`config.mk`:
```
export PLATFORM = sky130hd
export DESIGN_NAME = pipeline_hazard_ctrl
export DESIGN_NICKNAME = d
export VERILOG_FILES = /design/src/rtl/rv32i_pipe_pkg.sv /design/src/rtl/fwd_select.sv /design/src/rtl/pipeline_hazard_ctrl.sv
export SDC_FILE = /design/constraint.sdc
export NUM_CORES = 1
export LEC_CHECK = 0
export CAP_MARGIN = 20
export CELL_PAD_IN_SITES_DETAIL_PLACEMENT = 0
export CELL_PAD_IN_SITES_GLOBAL_PLACEMENT = 1
export CORE_ASPECT_RATIO = 0.7
export CORE_MARGIN = 2
export CORE_UTILIZATION = 32
export CTS_CLUSTER_SIZE = 10
export DETAILED_ROUTE_END_ITERATION = 16
export PLACE_DENSITY_LB_ADDON = 0.1
export SYNTH_ARGS = -nofsm -noshare
export SYNTH_HDL_FRONTEND = slang
export SYNTH_SLANG_ARGS = --single-unit
```
`constraint.sdc`:
```
create_clock -name clk -period 1.8 [get_ports clk]
set_clock_uncertainty 0.15 [all_clocks]
set_input_delay 0.27 -clock clk [delete_from_list [all_inputs] [get_ports clk]]
set_output_delay 0.27 -clock clk [all_outputs]
set_load 0.01 [all_outputs]
```
`src/rtl/rv32i_pipe_pkg.sv`:
```
// ----------------------------------------------------------------------------
// rv32i_pipe_pkg
// Shared definitions for the 5-stage RV32I pipeline control logic.
//   - REG_ADDR_W            : architectural register index width
//   - FWD_REGFILE/MEM/WB    : EX operand forward-select encodings
//   - hz_state_e            : hazard controller FSM states
//   - WAIT_CNT_W            : width of the memory wait-state counter
// ----------------------------------------------------------------------------
package rv32i_pipe_pkg;

    localparam int REG_ADDR_W = 5;
    localparam int WAIT_CNT_W = 8;

    localparam logic [1:0] FWD_REGFILE = 2'b00;
    localparam logic [1:0] FWD_MEM     = 2'b01;
    localparam logic [1:0] FWD_WB      = 2'b10;

    typedef enum logic {
        HZ_RUN  = 1'b0,
        HZ_WAIT = 1'b1
    } hz_state_e;

endpackage : rv32i_pipe_pkg

```
`src/rtl/fwd_select.sv`:
```
// ----------------------------------------------------------------------------
// fwd_select
// Combinational forward-select for one EX operand.
// Ports:
//   rs        in  ADDR_W  EX source register of this operand
//   mem_rd    in  ADDR_W  destination of the instruction in MEM
//   mem_wr    in  1       MEM instruction writes a register
//   mem_load  in  1       MEM instruction is a load (result not ready yet)
//   wb_rd     in  ADDR_W  destination of the instruction in WB
//   wb_wr     in  1       WB instruction writes a register
//   sel       out 2       FWD_REGFILE / FWD_MEM / FWD_WB
// The younger (MEM) producer wins over WB; x0 is never forwarded.
// ----------------------------------------------------------------------------
module fwd_select
    import rv32i_pipe_pkg::*;
#(
    parameter int ADDR_W = 5
) (
    input  logic [ADDR_W-1:0] rs,
    input  logic [ADDR_W-1:0] mem_rd,
    input  logic              mem_wr,
    input  logic              mem_load,
    input  logic [ADDR_W-1:0] wb_rd,
    input  logic              wb_wr,
    output logic [1:0]        sel
);

    // Per-operand producer priority: MEM (non-load) first, then WB.
    always_comb begin
        sel = FWD_REGFILE;
        if (mem_wr && (mem_rd != {ADDR_W{1'b0}}) && !mem_load && (mem_rd == rs)) begin
            sel = FWD_MEM;
        end else if (wb_wr && (wb_rd != {ADDR_W{1'b0}}) && (wb_rd == rs)) begin
            sel = FWD_WB;
        end else begin
            sel = FWD_REGFILE;
        end
    end

endmodule : fwd_select

```
`src/rtl/pipeline_hazard_ctrl.sv`:
```
// ----------------------------------------------------------------------------
// pipeline_hazard_ctrl
// Central stall / flush / forward controller for the 5-stage RV32I pipeline.
// Optional build macro: HAZARD_PERF_CNT_EN adds perf_stall_cycles and
// perf_flush_count outputs.
//
// Ports:
//   clk, rst                       clock, synchronous active-high reset
//   id_valid, id_rs1/2, id_uses_*  ID-stage instruction and its sources
//   ex_rs1/2, ex_rd, ex_reg_write  ID/EX register outputs
//   ex_is_load, ex_branch_taken    EX is a load / resolved a taken branch
//   mem_req, mem_ready             data-memory handshake of the MEM stage
//   pc_en, ifid_en, idex_en,
//   exmem_en                       stage-register enables
//   ifid_flush, idex_flush         synchronous clears of IF/ID and ID/EX
//   fwd_a_sel, fwd_b_sel           EX operand forward selects
//   mem_timeout                    one-cycle pulse on wait-state overflow
//   perf_stall_cycles,
//   perf_flush_count               (HAZARD_PERF_CNT_EN only) event counters
// ----------------------------------------------------------------------------
module pipeline_hazard_ctrl #(
    parameter int REG_ADDR_W   = 5,
    parameter int WAIT_TIMEOUT = 255
) (
    input  logic                  clk,
    input  logic                  rst,
    input  logic                  id_valid,
    input  logic [REG_ADDR_W-1:0] id_rs1,
    input  logic [REG_ADDR_W-1:0] id_rs2,
    input  logic                  id_uses_rs1,
    input  logic                  id_uses_rs2,
    input  logic [REG_ADDR_W-1:0] ex_rs1,
    input  logic [REG_ADDR_W-1:0] ex_rs2,
    input  logic [REG_ADDR_W-1:0] ex_rd,
    input  logic                  ex_reg_write,
    input  logic                  ex_is_load,
    input  logic                  ex_branch_taken,
    input  logic                  mem_req,
    input  logic                  mem_ready,
    output logic                  pc_en,
    output logic                  ifid_en,
    output logic                  idex_en,
    output logic                  exmem_en,
    output logic                  ifid_flush,
    output logic                  idex_flush,
    output logic [1:0]            fwd_a_sel,
    output logic [1:0]            fwd_b_sel,
    output logic                  mem_timeout
`ifdef HAZARD_PERF_CNT_EN
    ,
    output logic [31:0]           perf_stall_cycles,
    output logic [31:0]           perf_flush_count
`endif
);

    import rv32i_pipe_pkg::*;

    // Pulse fires during the WAIT cycle whose ordinal equals WAIT_TIMEOUT,
    // i.e. when the count of already-completed WAIT cycles is one less.
    localparam logic [WAIT_CNT_W-1:0] TIMEOUT_MATCH = WAIT_CNT_W'(WAIT_TIMEOUT - 1);
    localparam bit                    TIMEOUT_EN    = (WAIT_TIMEOUT != 0);
    localparam logic [WAIT_CNT_W-1:0] WAIT_CNT_MAX  = {WAIT_CNT_W{1'b1}};

    hz_state_e             state_r;
    hz_state_e             state_next_s;
    logic [WAIT_CNT_W-1:0] wait_cnt_r;

    logic [REG_ADDR_W-1:0] mem_rd_r;
    logic                  mem_wr_r;
    logic                  mem_load_r;
    logic [REG_ADDR_W-1:0] wb_rd_r;
    logic                  wb_wr_r;

    logic                  freeze_s;
    logic                  load_use_s;
    logic [1:0]            fwd_a_raw_s;
    logic [1:0]            fwd_b_raw_s;

    assign freeze_s = mem_req && !mem_ready;

    assign load_use_s = id_valid && ex_is_load && ex_reg_write
                     && (ex_rd != {REG_ADDR_W{1'b0}})
                     && ((id_uses_rs1 && (id_rs1 == ex_rd))
                      || (id_uses_rs2 && (id_rs2 == ex_rd)));

    // FSM next state plus prioritised stage controls.
    always_comb begin
        state_next_s = state_r;
        pc_en        = 1'b1;
        ifid_en      = 1'b1;
        idex_en      = 1'b1;
        exmem_en     = 1'b1;
        ifid_flush   = 1'b0;
        idex_flush   = 1'b0;
        mem_timeout  = 1'b0;

        case (state_r)
            HZ_RUN: begin
                if (freeze_s) begin
                    state_next_s = HZ_WAIT;
                end else begin
                    state_next_s = HZ_RUN;
                end
            end
            HZ_WAIT: begin
                if (mem_ready) begin
                    state_next_s = HZ_RUN;
                end else begin
                    state_next_s = HZ_WAIT;
                end
            end
            default: begin
                state_next_s = HZ_RUN;
            end
        endcase

        if (rst) begin
            pc_en      = 1'b0;
            ifid_en    = 1'b0;
            idex_en    = 1'b0;
            exmem_en   = 1'b0;
            ifid_flush = 1'b1;
            idex_flush = 1'b1;
        end else if (freeze_s) begin
            // Whole pipe holds; branch/load-use are re-seen after release.
            pc_en    = 1'b0;
            ifid_en  = 1'b0;
            idex_en  = 1'b0;
            exmem_en = 1'b0;
        end else if (ex_branch_taken) begin
            // Squashes the ID instruction, so a load-use there is moot.
            ifid_flush = 1'b1;
            idex_flush = 1'b1;
        end else if (load_use_s) begin
            // Hold PC and IF/ID, insert one bubble into EX.
            pc_en      = 1'b0;
            ifid_en    = 1'b0;
            idex_flush = 1'b1;
        end else begin
            pc_en    = 1'b1;
            ifid_en  = 1'b1;
            idex_en  = 1'b1;
            exmem_en = 1'b1;
        end

        if (!rst && TIMEOUT_EN && (state_r == HZ_WAIT) && (wait_cnt_r == TIMEOUT_MATCH)) begin
            mem_timeout = 1'b1;
        end else begin
            mem_timeout = 1'b0;
        end
    end

    // FSM state register.
    always_ff @(posedge clk) begin
        if (rst) begin
            state_r <= HZ_RUN;
        end else begin
            state_r <= state_next_s;
        end
    end

    // Consecutive WAIT-cycle counter, saturating so the pulse cannot repeat.
    always_ff @(posedge clk) begin
        if (rst) begin
            wait_cnt_r <= {WAIT_CNT_W{1'b0}};
        end else if (state_r == HZ_RUN) begin
            wait_cnt_r <= {WAIT_CNT_W{1'b0}};
        end else if (wait_cnt_r != WAIT_CNT_MAX) begin
            wait_cnt_r <= wait_cnt_r + {{(WAIT_CNT_W-1){1'b0}}, 1'b1};
        end else begin
            wait_cnt_r <= wait_cnt_r;
        end
    end

    // Shadow of MEM/WB destinations, advancing with the EX/MEM register.
    always_ff @(posedge clk) begin
        if (rst) begin
            mem_rd_r   <= {REG_ADDR_W{1'b0}};
            mem_wr_r   <= 1'b0;
            mem_load_r <= 1'b0;
            wb_rd_r    <= {REG_ADDR_W{1'b0}};
            wb_wr_r    <= 1'b0;
        end else if (exmem_en) begin
            mem_rd_r   <= ex_rd;
            mem_wr_r   <= ex_reg_write;
            mem_load_r <= ex_is_load;
            wb_rd_r    <= mem_rd_r;
            wb_wr_r    <= mem_wr_r;
        end else begin
            mem_rd_r   <= mem_rd_r;
            mem_wr_r   <= mem_wr_r;
            mem_load_r <= mem_load_r;
            wb_rd_r    <= wb_rd_r;
            wb_wr_r    <= wb_wr_r;
        end
    end

    fwd_select #(.ADDR_W(REG_ADDR_W)) u_fwd_a (
        .rs       (ex_rs1),
        .mem_rd   (mem_rd_r),
        .mem_wr   (mem_wr_r),
        .mem_load (mem_load_r),
        .wb_rd    (wb_rd_r),
        .wb_wr    (wb_wr_r),
        .sel      (fwd_a_raw_s)
    );

    fwd_select #(.ADDR_W(REG_ADDR_W)) u_fwd_b (
        .rs       (ex_rs2),
        .mem_rd   (mem_rd_r),
        .mem_wr   (mem_wr_r),
        .mem_load (mem_load_r),
        .wb_rd    (wb_rd_r),
        .wb_wr    (wb_wr_r),
        .sel      (fwd_b_raw_s)
    );

    // Forward selects fall back to the register file while in reset.
    always_comb begin
        if (rst) begin
            fwd_a_sel = FWD_REGFILE;
            fwd_b_sel = FWD_REGFILE;
        end else begin
            fwd_a_sel = fwd_a_raw_s;
            fwd_b_sel = fwd_b_raw_s;
        end
    end

`ifdef HAZARD_PERF_CNT_EN
    // Stall-cycle and taken-branch flush counters, wrapping at 2^32.
    always_ff @(posedge clk) begin
        if (rst) begin
            perf_stall_cycles <= 32'd0;
            perf_flush_count  <= 32'd0;
        end else begin
            if (!pc_en) begin
                perf_stall_cycles <= perf_stall_cycles + 32'd1;
            end else begin
                perf_stall_cycles <= perf_stall_cycles;
            end
            if (ifid_flush) begin
                perf_flush_count <= perf_flush_count + 32'd1;
            end else begin
                perf_flush_count <= perf_flush_count;
            end
        end
    end
`endif

endmodule : pipeline_hazard_ctrl

```
==> results_dict.tcl, run 1 <==
set metrics [dict create \
    vias_per_cell 4.85 \
    synth_top_area_share 0.328 \
    areaGrowthSynthToFinish_pct 74.9 \
    antenna_found_initial 0 \
    h-tree-depth 1 \
    utilization 0.592 \
    drc 0 \
    grt_max_degree 14 \
    first_iter_violations 48 \
    track_usage 0.191 \
    firstDrtPassIters 4 \
    final_nets 294 \
    port_buffers 45 \
    synthCells 170 \
    gp_congestion 0.864 \
    syn_area_sq_um 1340 \
    fin_ws_ps -304 \
    finalCritPeriodShare 1.17 \
    core_area_sq_um 3970 \
    yosys.area.top_type "dfxtp_1" \
    clk_pin_slew_ps 80 \
    cts_sinks 22 \
    pin_count 46 \
    use_met3 0.0358 \
    min_period_ps 2100 \
    power_mw 1.16 \
    seq_area_frac_synth 0.328 \
    cts_root_buf "clkbuf_8" \
    ys_types 32 \
    grt_pass1_wl_um 6920 \
    die_w_um 81.4 \
    fillers 357 \
    power_density_nw_per_um2 492 \
    setup_viol 5 \
    worstSkewPairLatency_ps 260 \
    report.final.slew_viol_count 0 \
    drive_gt1_frac 0.388 \
    endpoint_kind "primary output" \
    overflow 0 \
    critPathLaunchType "register" \
    worstPathRequired_ps 1380 \
    die_h_um 58.2 \
    crit_type "reg2out" \
    top_usage_layer "met2" \
    violations "negative setup slack" \
    use_met2 0.306 \
    synth.area.top_cells "dfxtp_1, xor2_1, xnor2_1" \
    yosysWarnings 0 \
    rows 19 \
    cts_buffers 3 \
    cellLeakagePower_nw 0.992 \
    clockBufferDepth 2 \
    hold_ws_ps 251 \
    num_vias 1489 \
    worst_pin_slew_ps 277 \
    fmax_ghz 0.475 \
    postCtsHoldBufs 0 \
    crit_arrival_ps 1680 \
    syn_nets 207 \
    cts_tree "built" \
    synth_seq_cells 22 \
    max_slew_margin 0.814 \
    ir_drop_mv 0.420 \
    initial_core_util 0.338 \
    wl_per_cell_um 13.5 \
    maxCapViolations 0 \
    crit_fanout 2 \
    report.final.hold_viol_count 0 \
    ant_nets 0 \
    diodes 0 \
    hp-class "in2reg" \
    status "finished with violations" \
    wl_um 4140 \
    dieArea_sq_um 4740 \
    grt_pass1_vias 1495 \
    avgSynthCellArea_sq_um 7.90 \
    rsz0062_at_grt "true" \
    grtUsageMet1 0.265 \
    dp_hpwl_um 3170 \
]
[worst max-delay path, cell delays in order, from the launching register on]
cell	delay [ps]
dfxtp_2	330
or4_4	540
o21ai_4	170
buf_6	110
nor4_2	30
o31a_1	100
buf_2	140
[worst paths after layout]
path,start,endpoint,slack [ps],cells past startpoint
worst min-delay path,mem_ready,state_r,250,2
worst max-delay path,wb_rd_r[2],fwd_b_sel[1],-300,6
worst min register to register,mem_load_r,mem_load_r,300,2
worst max register to register,wait_cnt_r[0],wait_cnt_r[1],330,4
[state kept, by name, indices dropped and copies added, names as in the netlist]
register,flops
mem_rd_r,5
mem_wr_r,1
state_r,1
wait_cnt_r,8
wb_rd_r,5
wb_wr_r,1
mem_load_r,1
[cell usage in the layout (no fill, tap or decap), drive strengths merged]
cell type,instances
a21oi,18
a32oi,1
xor2,17
and2,1
ha,2
dlygate4sd2,15
o31a,3
nand2b,3
nand2,31
nand3,8
nor3,5
nand4,2
and3,3
nor2b,2
xnor2,16
buf,55
inv,3
o21ai,2
clkdlybuf4s15,3
dfxtp,22
o2111ai,1
clkbuf,7
clkdlybuf4s50,9
nor4,7
a31oi,1
mux2i,1
nor2,9
o31ai,1
a211oi,1
nor3b,1
or4,2
dlymetal6s2s,3
[cells in the mapped netlist]
cell / count
a211oi_1: 1
a21oi_1: 18
a31oi_1: 1
a32oi_1: 1
and2_0: 1
and3_1: 3
buf_2: 1
buf_4: 2
clkbuf_1: 4
dfxtp_1: 22
ha_1: 2
inv_1: 3
mux2i_1: 1
nand2_1: 31
nand2b_1: 3
nand3_1: 8
nand4_1: 2
nor2_1: 9
nor2b_1: 2
nor3_1: 5
nor3b_1: 1
nor4_1: 6
nor4_2: 1
o2111ai_2: 1
o21ai_0: 1
o21ai_1: 1
o31a_1: 3
o31ai_1: 1
or4_1: 1
or4_4: 1
xnor2_1: 16
xor2_1: 17
[where the power goes]
| group | internal [mW] | total (mW) | switching, mW |
|---|---|---|---|
| registers | 0.505 | 0.523 | 0.0176 |
| logic | 0.188 | 0.334 | 0.147 |
| clock network | 0.149 | 0.299 | 0.150 |
[stage by stage]
stage,instances,cell area [sq um],setup slack (ps),setup TNS (ps)
after detailed placement,295,2090,-857,-6390
after global placement,295,2090,-806,-6140
after floorplan,170,1340,69.4,0
final,307,2350,-304,-791
after global routing,307,2350,-366,-1270
after CTS,305,2260,-336,-1180
[layer usage]
| metal | up-vias | share of wire |
|---|---|---|
| li1 | 754 | - |
| met1 | 698 | 0.48 |
| met2 | 33 | 0.48 |
| met3 | 4 | 0.042 |
| met4 | 0 | 0.0065 |
| met5 | - | 0 |
[layout make-up]
class                      instances  area (sq um)  area share
multi-input combinational        138          1020       0.434
timing repair buffer              89           752       0.320
clock buffer                       3          41.3      0.0176
inverter                           3          11.3     0.00479
tap                               52          65.1      0.0277
sequential                        22           459       0.196
[timing repair]
| action | 4_1_cts | 5_1_grt |
|---|---|---|
| resized for setup | 111 | 27 |
| pin swaps | 20 | 15 |
| setup endpoints to repair | 11 | 8 |
| hold endpoints to repair | 0 | 0 |
| buffers inserted | 7 | 2 |
[cells by family after synthesis]
family                   after synthesis  synth area share
AND/OR/NAND/NOR                       74             0.268
flip-flops                            22             0.328
AO/OA/AOI/OAI                         28             0.128
multiplexers                           1           0.00746
adder cells (fa/ha/maj)                2            0.0186
buffers and inverters                 10            0.0345
XOR/XNOR                              33             0.215
(Power assumes the default switching activity.)
==> inputs of run 2 (changes only) <==
--- a/config.mk
+++ b/config.mk
@@ -10,9 +10,11 @@
 export CELL_PAD_IN_SITES_GLOBAL_PLACEMENT = 1
 export CORE_ASPECT_RATIO = 0.7
 export CORE_MARGIN = 2
-export CORE_UTILIZATION = 32
+export CORE_UTILIZATION = 33
+export CTS_BUF_LIST = sky130_fd_sc_hd__clkbuf_8
 export CTS_CLUSTER_SIZE = 10
 export DETAILED_ROUTE_END_ITERATION = 16
+export GPL_TIMING_DRIVEN = 0
 export PLACE_DENSITY_LB_ADDON = 0.1
 export SYNTH_ARGS = -nofsm -noshare
 export SYNTH_HDL_FRONTEND = slang
==> results_dict.tcl, run 2 (synthesized netlist as in run 1, its figures left out) <==
set metrics [dict create \
    dp_hpwl_um 2700 \
    dieArea_sq_um 4600 \
    power_mw 1.15 \
    cts_tree "built" \
    port_buffers 45 \
    crit_fanout 2 \
    cts_sinks 22 \
    core_area_sq_um 3920 \
    status "finished with violations" \
    power_density_nw_per_um2 558 \
    cts_buffers 3 \
    crit_type "reg2out" \
    reg_top3 "wait_cnt_r: 8 flops, mem_rd_r: 5 flops, wb_rd_r: 5 flops" \
    fmax_ghz 0.495 \
    areaGrowthSynthToFinish_pct 54.1 \
    worst_pin_slew_ps 425 \
    design_area_sq_um 2070 \
    pin_count 46 \
    drive_gt1_frac 0.279 \
    hold_start "ex_rd[1]" \
    num_vias 1382 \
    clockBufferDepth 2 \
    p_comb_frac 0.241 \
    gp_congestion 0.844 \
    h-tree-depth 1 \
    die_h_um 57.4 \
    cellLeakagePower_nw 0.817 \
    p_sw_frac 0.263 \
    power.share.clock 0.304 \
    drc 0 \
    crit_chain "or4_4, o21ai_4, nor4_1, o31a_1, buf_2" \
    fin_ws_ps -219 \
    worst_path_largest_cell_delay_ps 520 \
    min_delay_worst_endpoint "mem_rd_r[1]" \
    grt_pass1_vias 1356 \
    wl_um 3690 \
    power_frac_seq 0.455 \
    p_sw_uw 304 \
    cts_root_buf "clkbuf_8" \
    reg2reg_to "wait_cnt_r[0]" \
    crit_arrival_ps 1600 \
    overflow 0 \
    endpoint_kind "primary output" \
    maxCapViolations 0 \
    setup_viol 5 \
    die_w_um 80.2 \
    largest_reg_flops 8 \
    initial_core_util 0.342 \
    track_usage 0.171 \
    placed_cell_area_sq_um 1860 \
    regToRegSetupSlack_ps 320 \
    worstPathRequired_ps 1380 \
    wl_per_cell_um 13.1 \
    reg2reg_depth 4 \
    worstSkewPairLatency_ps 260 \
    rsz0062_at_grt "true" \
    clk_pin_slew_ps 80 \
    report.final.slew_viol_count 0 \
    postCtsHoldBufs 0 \
    firstDrtPassIters 4 \
    layout_commonest_cell "nand2_1" \
    finalCritPeriodShare 1.12 \
    grt_max_degree 13 \
    ant_nets 0 \
    cp_slowest_cell "or4_4" \
    fillers 382 \
    vias_per_cell 4.92 \
    diodes 0 \
    internal-power_uw 850 \
    top_register "wait_cnt_r" \
    layout.cells.most_common_list "nand2_1, xor2_1, a21oi_1, xnor2_1" \
    rows 19 \
    max_slew_margin 0.717 \
    critPathLaunchType "register" \
    ir_drop_mv 0.261 \
    final_nets 267 \
    min_period_ps 2020 \
    first_iter_violations 65 \
    grt_pass1_wl_um 6190 \
    hold_depth 3 \
    hp-class "in2reg" \
    r2r_start "wait_cnt_r[0]" \
    report.final.hold_viol_count 0 \
    violations "negative setup slack" \
    antenna_found_initial 0 \
]
[run 2: what timing repair did]
item / 4_1_cts / 5_1_grt
buffers inserted: 10 / 1
endpoints found under the setup margin: 11 / 8
pin swaps: 19 / 7
gates resized for setup: 135 / 7
[run 2: per-layer routing]
metal,share of wire,GRT usage,vias to the layer above
li1,-,-,700
met1,0.51,0.246,630
met2,0.41,0.274,50
met3,0.069,0.0364,2
met4,0.0060,0.0218,0
met5,0,0,-
[run 2: area by class of cell]
cell class | count | area, sq um | area share
well taps | 52 | 65.1 | 0.0314
multi-input cells | 138 | 960 | 0.464
clock buffers | 4 | 55.1 | 0.0266
plain buffers | 6 | 41.3 | 0.0200
flip-flops and latches | 22 | 467 | 0.226
repair buffers | 56 | 470 | 0.227
inverters | 3 | 11.3 | 0.00544
[run 2: worst max-delay path by stage]
stage          startpoint            to  depth (start not counted)
6_report       wb_rd_r[2]  fwd_b_sel[1]                          5
5_1_grt        wb_rd_r[2]  fwd_b_sel[1]                          5
4_1_cts        wb_rd_r[2]  fwd_b_sel[1]                          5
3_5_place_dp     ex_rd[1]         pc_en                          6
3_3_place_gp     ex_rd[1]         pc_en                          6
2_1_floorplan    ex_rd[1]         pc_en                          4
[run 2: worst max-delay path: cells and delay by family, from the launching register on]
| family | cells | cell delay (ps) |
|---|---|---|
| AOI/OAI and AO/OA | 2 | 250 |
| and+or+nand+nor | 2 | 590 |
| DFF | 1 | 350 |
| buffers and inverters | 1 | 140 |
[run 2: power groups by stage]
stage	clock network (mW)	registers (mW)	logic (mW)
floorplan	0	0.532	0.116
global placement	0	0.538	0.240
detailed placement	0	0.538	0.245
CTS	0.358	0.524	0.270
global route	0.381	0.527	0.305
finish	0.351	0.525	0.279
[run 2: stage by stage]
step,std cells,setup slack (ps),hold WS (ps),setup TNS (ps),util
floorplan,170,69.4,197,0,-
global placement,267,-977,288,-9960,0.474
detailed placement,267,-989,301,-10660,0.474
CTS,280,-234,104,-870,0.517
global route,281,-270,104,-1170,0.528
finish,281,-219,110,-661,0.528
==> inputs of run 3 (changes only) <==
--- a/config.mk
+++ b/config.mk
@@ -10,12 +10,14 @@
 export CELL_PAD_IN_SITES_GLOBAL_PLACEMENT = 1
 export CORE_ASPECT_RATIO = 0.7
 export CORE_MARGIN = 2
-export CORE_UTILIZATION = 33
+export CORE_UTILIZATION = 30
 export CTS_BUF_LIST = sky130_fd_sc_hd__clkbuf_8
 export CTS_CLUSTER_SIZE = 10
 export DETAILED_ROUTE_END_ITERATION = 16
 export GPL_TIMING_DRIVEN = 0
 export PLACE_DENSITY_LB_ADDON = 0.1
+export SETUP_SLACK_MARGIN = 0.2
+export SLEW_MARGIN = 10
 export SYNTH_ARGS = -nofsm -noshare
 export SYNTH_HDL_FRONTEND = slang
 export SYNTH_SLANG_ARGS = --single-unit
==> constraint.sdc (replaced) <==
create_clock -name clk -period 1.7 [get_ports clk]
set_clock_uncertainty 0.15 [all_clocks]
set_input_delay 0.255 -clock clk [delete_from_list [all_inputs] [get_ports clk]]
set_output_delay 0.255 -clock clk [all_outputs]
set_load 0.01 [all_outputs]
==> results_dict.tcl, run 3 (synthesized netlist as in run 1, its figures left out) <==
set metrics [dict create \
    status "finished with violations" \
    violations "negative setup slack" \
    clockBufferDepth 2 \
    finalCritPeriodShare 1.19 \
    max_slew_margin 0.732 \
    power_mw 1.26 \
    cts_sinks 22 \
    overflow 0 \
    grt_pass1_vias 1445 \
    reg_top3 "wait_cnt_r: 8 flops, mem_rd_r: 5 flops, wb_rd_r: 5 flops" \
    grt_max_degree 13 \
    cts_root_buf "clkbuf_8" \
    initial_core_util 0.310 \
    pin_count 46 \
    dpl.cell_count 270 \
    rows 20 \
    reg2reg_depth 6 \
    cellLeakagePower_nw 0.910 \
    num_vias 1456 \
    worstSkewPairLatency_ps 260 \
    min_delay_worst_endpoint "mem_rd_r[4]" \
    grt_pass1_wl_um 6670 \
    fillers 432 \
    endpoint_kind "primary output" \
    power_density_nw_per_um2 546 \
    antenna_found_initial 0 \
    worstPathRequired_ps 1290 \
    drive_gt1_frac 0.417 \
    ir_drop_mv 0.345 \
    ant_nets 0 \
    hold_start "ex_rd[4]" \
    fin_cells 297 \
    hp-class "in2reg" \
    report.final.hold_viol_count 0 \
    regToRegSetupSlack_ps 300 \
    dp_hpwl_um 2870 \
    gp_congestion 0.765 \
    first_iter_violations 77 \
    die_w_um 84.0 \
    diodes 0 \
    crit_type "reg2out" \
    crit_fanout 4 \
    layout_commonest_cell "nand2_1" \
    port_buffers 45 \
    areaGrowthSynthToFinish_pct 72.0 \
    cts_tree "built" \
    fin_ws_ps -316 \
    core_area_sq_um 4330 \
    cts_buffers 3 \
    track_usage 0.169 \
    postCtsHoldBufs 0 \
    h-tree-depth 1 \
    firstDrtPassIters 4 \
    crit_arrival_ps 1610 \
    reg2reg_to "wait_cnt_r[4]" \
    hold_depth 3 \
    die_h_um 60.0 \
    maxCapViolations 0 \
    final_nets 280 \
    fmax_ghz 0.496 \
    vias_per_cell 4.90 \
    drc 0 \
    critPathLaunchType "register" \
    clk_pin_slew_ps 80 \
    dieArea_sq_um 5030 \
    setup_viol 7 \
    largest_reg_flops 8 \
    layout.cells.most_common_list "nand2_1, buf_4, xnor2_1, a21oi_1, xor2_1" \
    report.final.slew_viol_count 0 \
    min_period_ps 2020 \
    r2r_start "wait_cnt_r[0]" \
    rsz0062_at_grt "true" \
    worst_pin_slew_ps 402 \
    wl_per_cell_um 14.2 \
    utilization 0.534 \
    wl_um 4230 \
    top_register "wait_cnt_r" \
]
==> run 3: where the power goes <==
part / switching, mW / leakage, nW / internal [mW]
clock: 0.161 / 0.0288 / 0.206
sequential: 0.0223 / 0.188 / 0.527
combinational: 0.153 / 0.693 / 0.191
==> run 3: worst max path at each step <==
stage | from | endpoint | depth (start not counted)
after detailed placement | ex_rd[1] | pc_en | 6
after global placement | ex_rd[1] | pc_en | 6
after global routing | ex_rs1[4] | fwd_a_sel[1] | 6
after CTS | wb_rd_r[1] | fwd_a_sel[1] | 5
after floorplan | ex_rd[1] | pc_en | 4
final | wb_rd_r[2] | fwd_b_sel[1] | 5
==> run 3: timing repair <==
item | CTS | global route
setup endpoints to repair | 29 | 13
buffers inserted | 18 | 6
resized for setup | 148 | 34
pin swaps | 21 | 13
==> run 3: layer usage <==
metal  vias to the layer above  routed length, um  global-route usage  part of all wire
li1                        734                  -                   -                 -
met4                         0                 49              0.0392             0.012
met2                        35               1890               0.282              0.45
met1                       683               2100               0.228              0.50
met5                         -                  0                   0                 0
met3                         4                188              0.0373             0.044
==> run 3: critical path: stages, from the launching register on <==
cell,delay [ps]
dfxtp_4,360
or4_4,540
o21ai_4,160
nor4_2,50
o31a_1,100
buf_2,140
==> run 3: through the flow <==
stage / setup slack [ps] / TNS [ps] / cell area, sq um / hold slack [ps]
detailed placement: -1110 / -14510 / 1880 / 300
floorplan: -0.561 / -0.561 / 1360 / 182
global route: -378 / -2010 / 2310 / 95.7
CTS: -341 / -1550 / 2170 / 94.6
finish: -316 / -1410 / 2310 / 101
global placement: -1060 / -13800 / 1880 / 289
==> run 3: final cells by class <==
class,count,area [sq um],share of cell area
Buffer,6,62.6,0.0271
Clock buffer,4,55.1,0.0238
Inverter,3,13.8,0.00596
Multi-Input combinational cell,138,1060,0.457
Sequential cell,22,480,0.208
Tap cell,55,68.8,0.0298
Timing Repair Buffer,69,573,0.248
